[src/rtl/avalon_write_buffer_pkg.sv]
// Shared types for the data-side write buffer: Avalon request/response,
// buffered entry layout and the bus-hold state machine encoding.
package avalon_write_buffer_pkg;

  typedef struct packed {
    logic        read;
    logic        write;
    logic [31:0] address;
    logic [31:0] writedata;
    logic [3:0]  byte_enable;
  } avalon_req_t;

  typedef struct packed {
    logic        waitrequest;
    logic [31:0] readdata;
  } avalon_resp_t;

  typedef struct packed {
    logic [29:0] addr;
    logic [31:0] data;
    logic [3:0]  be;
  } wb_entry_t;

  typedef enum logic [1:0] {IDLE, WR_HOLD, RD_HOLD} state_t;

endpackage

[src/rtl/avalon_write_buffer_fifo.sv]
// Circular store of posted writes with per-entry valid bits and a parallel
// word-address compare against every live entry.
module wbuf_fifo
  import avalon_write_buffer_pkg::*;
#(
  parameter int DEPTH = 4
) (
  input  logic                     clk,
  input  logic                     rst,
  input  logic                     i_push,
  input  wb_entry_t                i_entry,
  input  logic                     i_pop,
  input  logic [29:0]              i_match_addr,
  output wb_entry_t                o_head,
  output logic [$clog2(DEPTH):0]   o_count,
  output logic                     o_empty,
  output logic                     o_full,
  output logic                     o_match
);

  localparam int PW = $clog2(DEPTH);

  logic [PW-1:0]    r_head, r_tail;
  logic [PW:0]      r_count;
  logic [DEPTH-1:0] r_valid;
  wb_entry_t        r_mem [DEPTH];
  logic [DEPTH-1:0] w_hit;
  logic             w_push, w_pop;

  assign o_empty = (r_count == '0);
  assign o_full  = (r_count == (PW+1)'(DEPTH));
  assign w_push  = i_push & ~o_full;
  assign w_pop   = i_pop & ~o_empty;
  assign o_count = r_count;
  assign o_head  = r_mem[r_head];

  always_ff @(posedge clk) begin
    if (rst) begin
      r_head  <= '0;
      r_tail  <= '0;
      r_count <= '0;
      r_valid <= '0;
    end else begin
      // push and pop never target the same slot: that needs empty or full
      if (w_push) begin
        r_valid[r_tail] <= 1'b1;
        r_tail          <= r_tail + PW'(1);
      end
      if (w_pop) begin
        r_valid[r_head] <= 1'b0;
        r_head          <= r_head + PW'(1);
      end
      case ({w_push, w_pop})
        2'b10:   r_count <= r_count + (PW+1)'(1);
        2'b01:   r_count <= r_count - (PW+1)'(1);
        default: r_count <= r_count;
      endcase
    end
  end

  always_ff @(posedge clk) begin
    if (w_push) r_mem[r_tail] <= i_entry;
  end

  for (genvar i = 0; i < DEPTH; i++) begin : g_match
    assign w_hit[i] = r_valid[i] && (r_mem[i].addr == i_match_addr);
  end
  assign o_match = |w_hit;

endmodule

[src/rtl/avalon_write_buffer.sv]
// Posted-write buffer between the D-cache memory port and the memory bus;
// reads bypass the drain unless they could observe a buffered word.
module avalon_write_buffer
  import avalon_write_buffer_pkg::*;
#(
  parameter int DEPTH = 4
) (
  input  logic                    clk,
  input  logic                    rst,
  input  avalon_req_t             cache_avn_req,
  output avalon_resp_t            cache_avn_resp,
  output avalon_req_t             mem_avn_req,
  input  avalon_resp_t            mem_avn_resp,
  output logic                    wb_empty,
  output logic [$clog2(DEPTH):0]  wb_count
);

  state_t    r_state, w_next;
  wb_entry_t w_entry, w_head;
  logic      w_rd, w_wr, w_rd_stall, w_fwd, w_drain, w_push, w_pop;
  logic      w_match, w_empty, w_full;

  assign w_entry = '{addr: cache_avn_req.address[31:2],
                     data: cache_avn_req.writedata,
                     be:   cache_avn_req.byte_enable};

  wbuf_fifo #(.DEPTH(DEPTH)) u_fifo (
    .clk          (clk),
    .rst          (rst),
    .i_push       (w_push),
    .i_entry      (w_entry),
    .i_pop        (w_pop),
    .i_match_addr (cache_avn_req.address[31:2]),
    .o_head       (w_head),
    .o_count      (wb_count),
    .o_empty      (w_empty),
    .o_full       (w_full),
    .o_match      (w_match)
  );

  assign wb_empty = w_empty;

  always_ff @(posedge clk) begin
    if (rst) r_state <= IDLE;
    else     r_state <= w_next;
  end

  always_comb begin
    w_rd       = cache_avn_req.read;
    w_wr       = cache_avn_req.write & ~cache_avn_req.read;
    // uncached reads must see every earlier write, so they wait for empty
    w_rd_stall = w_match | (cache_avn_req.address[31] & ~w_empty) | (r_state == WR_HOLD);
    w_fwd      = w_rd & ((r_state == RD_HOLD) | ~w_rd_stall);
    w_drain    = ~w_empty & ~w_fwd & (r_state != RD_HOLD);
    w_pop      = w_drain & ~mem_avn_resp.waitrequest;
    w_push     = w_wr & ~w_full;

    mem_avn_req = '0;
    if (w_fwd) begin
      mem_avn_req.read        = 1'b1;
      mem_avn_req.address     = cache_avn_req.address;
      mem_avn_req.byte_enable = cache_avn_req.byte_enable;
    end else if (w_drain) begin
      mem_avn_req.write       = 1'b1;
      mem_avn_req.address     = {w_head.addr, 2'b00};
      mem_avn_req.writedata   = w_head.data;
      mem_avn_req.byte_enable = w_head.be;
    end

    cache_avn_resp.readdata    = mem_avn_resp.readdata;
    cache_avn_resp.waitrequest = w_rd ? (w_fwd ? mem_avn_resp.waitrequest : 1'b1)
                                      : (w_wr & w_full);

    w_next = r_state;
    case (r_state)
      IDLE: begin
        if (w_fwd && mem_avn_resp.waitrequest)        w_next = RD_HOLD;
        else if (w_drain && mem_avn_resp.waitrequest) w_next = WR_HOLD;
      end
      WR_HOLD: if (!mem_avn_resp.waitrequest)         w_next = IDLE;
      RD_HOLD: if (!w_fwd || !mem_avn_resp.waitrequest) w_next = IDLE;
      default: w_next = IDLE;
    endcase
  end

endmodule
[config.mk]
export PLATFORM = sky130hd
export DESIGN_NAME = avalon_write_buffer
export DESIGN_NICKNAME = d
export VERILOG_FILES = /design/src/rtl/avalon_write_buffer_pkg.sv /design/src/rtl/avalon_write_buffer_fifo.sv /design/src/rtl/avalon_write_buffer.sv
export SDC_FILE = /design/constraint.sdc
export NUM_CORES = 1
export LEC_CHECK = 0
export BUFFER_PORTS_ARGS = -buffer_cell sky130_fd_sc_hd__buf_2
export CELL_PAD_IN_SITES_DETAIL_PLACEMENT = 0
export CELL_PAD_IN_SITES_GLOBAL_PLACEMENT = 1
export CORE_MARGIN = 2
export CORE_UTILIZATION = 40
export CTS_BUF_LIST = sky130_fd_sc_hd__clkbuf_8
export DETAILED_ROUTE_END_ITERATION = 8
export PLACE_DENSITY_LB_ADDON = 0.12
export SYNTH_ARGS = -nofsm -noshare
export SYNTH_HDL_FRONTEND = slang
export SYNTH_HIERARCHICAL = 1
export SYNTH_SLANG_ARGS = --single-unit
[constraint.sdc]
create_clock -name clk -period 3.55 [get_ports clk]
set_clock_uncertainty 0.1 [all_clocks]
set_input_delay 0 -clock clk [delete_from_list [all_inputs] [get_ports clk]]
set_output_delay 0 -clock clk [all_outputs]
set_load 0.01 [all_outputs]
* Yosys cells after proc, flatten, opt, wreduce, memory -nomap -nowiden *
Memory sizes are Yosys's and may differ from the RTL's. A register that Yosys moved wholly into a read port is not among the register bits.
Cells that the tools add are included.

operators by class
  $add $sub $neg = 4
  $lt $le $gt $ge = 4
  equal/unequal tests = 13
  multiplexer cells = 25
  bitwise gates (word level) = 22
  reduce and logical (&&, ||, !) cells = 16

operator list
  kind                 number
  $eq 30x30->1         4
  $mux 69              1
  $mux 32              2
  $mux 4               4
  $mux 2               6
  $and 1x1->1          10
  $logic_and 1x1->1    8
  $mux 1               8
  $lt 2x3->1 const B   2
  $not 1->1            6
  $pmux 2 s3           1
  $pmux 3 s2           1
  $add 2x1->2 const B  2
  $and 4x4->4          1
  $demux 1 s2          2
  $eq 2x1->1 const B   2
  $eq 2x2->1 const B   2
  $ge 2x1->1 const B   2
  $ne 2x2->1 const B   2
  $not 4->4            1
  $or 4x4->4           1
  $reduce_or 4->1      1
  $add 3x1->3 const B  1
  $eq 3x3->1 const B   1
  other kinds (10)     13

storage, ports and cells
  register bits after elaboration = 13
  bits in writable memories = 264
  input port bits = 105
  output and inout bits = 107
  word-level logic and storage cells = 90
  memories = 1

memory list
  name          words  width  rd ports  clocked after memory_dff  wr ports  line                            text
  u_fifo.r_mem  4      66     5         1                         1         avalon_write_buffer_fifo.sv:26  wb_entry_t r_mem [DEPTH];

* Logic depth before layout (Yosys ltp) *
  word-level depth = 15
  depth in mapped cells = 17
  mapped depth without buffers = 15

* By module *
Netlist, hierarchy kept.

modules (own cells, without submodules)
  module               times used  cells an instance  area an instance (µm²)  sequential area each (µm²)
  wbuf_fifo            1           590                11567.3                 8187.9
  avalon_write_buffer  1           145                1083.5                  40.0

* Worst setup path before layout *
No wires, ideal clock.

  kind = flip-flop to flip-flop
  start point = memory u_fifo/r_mem[3][39] (netlist name)
  end point = register u_fifo.r_count[2] (netlist: u_fifo/o_count[2])
  setup time = 0.071 ns
  arrival time = 3.139 ns
  required time = 3.379 ns
  path slack = 0.240 ns
  stages on the path, launching flop included = 17
  path through = edfxtp_1 > xnor2_1 > nand4_1 > nor4_1 > nand4_1 > nand4_1 > nor3b_4 > maj3_4 > nor3_1 > nor2b_1 > buf_2 > ha_1 > inv_1 > fa_1 > xor2_1 > or3_1 > a21oi_1

RTL lines
  what                  line                            text
  from (decl)           avalon_write_buffer_fifo.sv:26
  to (signal assigned)  avalon_write_buffer_fifo.sv:54  2'b10: r_count <= r_count + (PW+1)'(1);
  to (signal assigned)  avalon_write_buffer_fifo.sv:55  2'b01: r_count <= r_count - (PW+1)'(1);
  to (signal assigned)  avalon_write_buffer_fifo.sv:56  default: r_count <= r_count;
  to (decl)             avalon_write_buffer_fifo.sv:24  logic [PW:0] r_count;

==> results.txt <==
----------------------------------------------------
[Finish]
  Area Growth Syn to Fin ... 27.34%
  Most frequent cells in the layout ... sky130_fd_sc_hd__edfxtp_1 (264), sky130_fd_sc_hd__buf_2 (139), sky130_fd_sc_hd__dlygate4sd3_1 (104)
  Layout cell share with drive strength beyond 1 ... 35.50%
  ANT cells ... 0
  Leading cell type in the layout, fill and taps excluded ... sky130_fd_sc_hd__edfxtp_1
  Nets ... 1,125
  Number of fill cells in the layout ... 2,670
  Util after Layout ... 51.45%
  Final design area excluding fillers ... 16,110 um2

[Placement]
  Placer's final routability congestion estimate ... 0.8675
  HPWL Detailed ... 20,650 um
  Instance area after placement ... 13,750 um2
  Worst slack after detailed placement ... -240.2 ps
  Buffers on Ports ... 147

[Critical path]
  Biggest cell delay along the critical path ... 440 ps
  Data arrival time of the worst path ... 3540 ps
  Worst Path Required ... 3450 ps
  Startpoint type of the worst setup path ... flop
  Category of cells accounting for the largest share of critical-path delay ... simple AND/OR/NAND/NOR gates
  Buffer and inverter count on the worst path ... 5
  CP dominant cell by count ... sky130_fd_sc_hd__nand4_1
  Worst setup EP type ... output port
  Slowest stage cell on the critical path ... sky130_fd_sc_hd__edfxtp_1
  Critical Path, Cell by Cell ... xnor2_2, nand4_1, nor4_2, nand4_1, nand4_1, nor3b_4, maj3_4, buf_4, nor2_4, buf_4, buf_12, buf_16, a22o_1, buf_2
  Critical path fanouts, max ... 7
  Category of the critical setup timing path ... flop to output port

[GRT]
  Overall Global Routing Usage ... 19.89%
  Pin count of the biggest net entering global routing ... 42
  Global-route wire length before repair ... 49,220 um
  Total grt overflow ... 0
  Number of global-route vias before repair ... 8,107
  Number of antenna violations at the first check in global routing ... 0

[Route]
  Starting DRC count in detailed routing ... 509
  TritonRoute pass-1 iters ... 4
  Number of vias per cell after detailed routing ... 5.237
  Vias after detailed routing ... 7,578
  Average wire per standard cell ... 23.42 um
  Final antenna-violating net count ... 0
  Final routed DRC violation total ... 0
  Sum of routed wire length over all layers ... 33,890 um

[Clocking]
  Insertion delay to the later sink of the worst-skew pair ... 560 ps
  H-tree Lvls ... 2
  Clk sink count ... 279
  Clock root buffer master ... sky130_fd_sc_hd__clkbuf_8
  Longest Clk Path Bufs ... 3
  Clock edge transition at the registers on the reported setup and hold paths ... 60 ps
  TritonCTS clock tree ... done
  CTS buffer count ... 46

[Power and ir drop]
  Total power per unit cell area ... 454.3 nW/um2
  Lkg Pwr ... 5.710 nW
  Power consumption ... 7.319 mW
  Maximum resistive drop on vdd ... 291.7 uV

[Floorplan]
  Boundary Pins ... 212
  Die Ht ... 181.8 um
  Area of the die ... 33,070 um2
  Row Count ... 65
  Starting Density ... 40.40%
  Core Area ... 31,310 um2
  Die X-Extent ... 181.8 um

[Timing]
  Max Transition Viols Final ... 0
  Endpoints failing hold ... 0
  Final critical delay including setup and external delays ... 3640 ps
  Share of the clock period used by the worst path ... 102.5%
  Setup Viol. Count Final ... 60
  Achievable clock frequency ... 0.2747 GHz
  Relative max-transition margin ... 50.04%
  Setup ws final ... -90.25 ps
  Slew at the pin with the worst max-slew slack ... 749.5 ps
  Unrepaired setup endpoints after global routing ... yes

[Worst hold path]
  Min-delay worst type ... input port to flop

[Yosys]
  Number of instances in the synthesized netlist ... 735
  YS warnings ... 6
  Count of unique library cells instantiated by Yosys ... 39
  Ys flop type ... sky130_fd_sc_hd__edfxtp_1
  Share of synthesized flip-flops with an asynchronous set or reset ... 0%
  Net count of the mapped netlist ... 850
  Sequential element share of the synthesized area ... 65.04%
  Average size of a mapped cell ... 17.21 um2
  Synthesized flop and latch total ... 279
  Number of enable flip-flop cells after synthesis ... 264
  Syn Std Cell Area ... 12,650 um2

[Outcome]
  Failing checks ... negative setup slack
  Result of the run ... complete, but fails checks

[Flow run]
  Max-capacitance violation count ... 0

----------------------------------------------------
[cells by family (layout without fill, tap and decap cells)]
| kind of cell | count (synthesis) | in the layout | share of synthesized area (%) |
|---|---|---|---|
| flops | 279 | 279 | 65.04 |
| xor+xnor | 124 | 124 | 8.585 |
| simple gates | 113 | 113 | 5.538 |
| buf+inv | 90 | 400 | 4.599 |
| mux | 68 | 68 | 11.91 |
| compound gates | 50 | 50 | 3.175 |
| fa+ha+maj | 11 | 11 | 1.157 |
[where the power goes]
group	switching (mW)	leakage [nW]	internal (mW)
registers	0.0454	2.52	3.69
logic	0.547	2.69	0.508
clock network	1.24	0.496	1.29
total	1.83	5.71	5.49
[tightest hold or removal path: cells and delay by family]
kind                      cells  cell delay (ps)
xor gates and xnor gates      1              160
buffers and inverters         1              100
and+or+nand+nor               3              360
[synth_stat cells, types with 6 or more instances]
| cell type | number | share of area, % |
|---|---|---|
| sky130_fd_sc_hd__nor2_1 | 14 | 0.42 |
| sky130_fd_sc_hd__nand4_1 | 25 | 1.2 |
| sky130_fd_sc_hd__xor2_1 | 46 | 3.2 |
| sky130_fd_sc_hd__xnor2_1 | 78 | 5.4 |
| sky130_fd_sc_hd__ha_1 | 9 | 0.89 |
| sky130_fd_sc_hd__inv_1 | 12 | 0.36 |
| sky130_fd_sc_hd__buf_6 | 10 | 0.89 |
| sky130_fd_sc_hd__nor4_1 | 17 | 0.84 |
| sky130_fd_sc_hd__a21oi_1 | 6 | 0.24 |
| sky130_fd_sc_hd__mux4_2 | 66 | 12 |
| sky130_fd_sc_hd__edfxtp_1 | 264 | 63 |
| sky130_fd_sc_hd__a22o_1 | 34 | 2.4 |
| sky130_fd_sc_hd__buf_2 | 18 | 0.71 |
| sky130_fd_sc_hd__dfxtp_1 | 15 | 2.4 |
| sky130_fd_sc_hd__buf_4 | 38 | 2.3 |
| sky130_fd_sc_hd__clkbuf_1 | 9 | 0.27 |
| sky130_fd_sc_hd__and2_1 | 34 | 1.7 |
[sequential cells by signal (all words and copies together), names as in the netlist, named ones only]
| signal | count |
|---|---|
| u_fifo/r_mem | 264 |
| u_fifo/r_head | 2 |
| u_fifo/r_valid | 4 |
| u_fifo/o_count | 3 |
| u_fifo/r_tail | 2 |
| r_state | 2 |
[worst paths after layout]
path / end / start / depth (start not counted) / slack [ps]
worst max-delay path: mem_avn_req[67] / u_fifo/r_mem[0][61] / 14 / -90
worst min-delay path: u_fifo/r_tail[0] / cache_avn_req[68] / 5 / 40
worst max register to register: u_fifo/o_count[2] / u_fifo/r_mem[0][61] / 15 / -70
worst min register to register: u_fifo/r_valid[3] / u_fifo/r_valid[3] / 2 / 430
[stage by stage]
step	hold WS, ps	TNS (ps)	std cells
global placement	-99.93	-197.9	1247
floorplan	-27.24	0	735
CTS	5.861	-193.4	1440
finish	37.31	-3618	1447
global route	28.28	-11030	1447
detailed placement	-99.93	-240.2	1247
[per-layer routing]
layer | GRT usage (%) | vias up | wire [um]
met5 | 0 | - | 0
met4 | 5.333 | 0 | 597
met3 | 4.031 | 49 | 2184
met2 | 33.12 | 256 | 16430
met1 | 26.74 | 3892 | 14680
li1 | - | 3381 | -
[layout make-up]
type,instances,area [um2],area share (%)
sequential,279,8235,51.12
multi-input combinational,366,4089,25.38
timing repair buffer,305,2420,15.02
inverter,12,45.04,0.2796
tap,402,503.0,3.122
clock inverter,37,183.9,1.142
clock buffer,46,633.1,3.930
[timing repair]
item	in CTS	in global routing
gates cloned	2	3
pin swaps	20	23
setup buffers	5	4
resized for setup	22	31
endpoints found under the setup margin	62	69
hold buffers	104	0
hold endpoints to repair	311	0
Power figures use the tool's default switching activity.
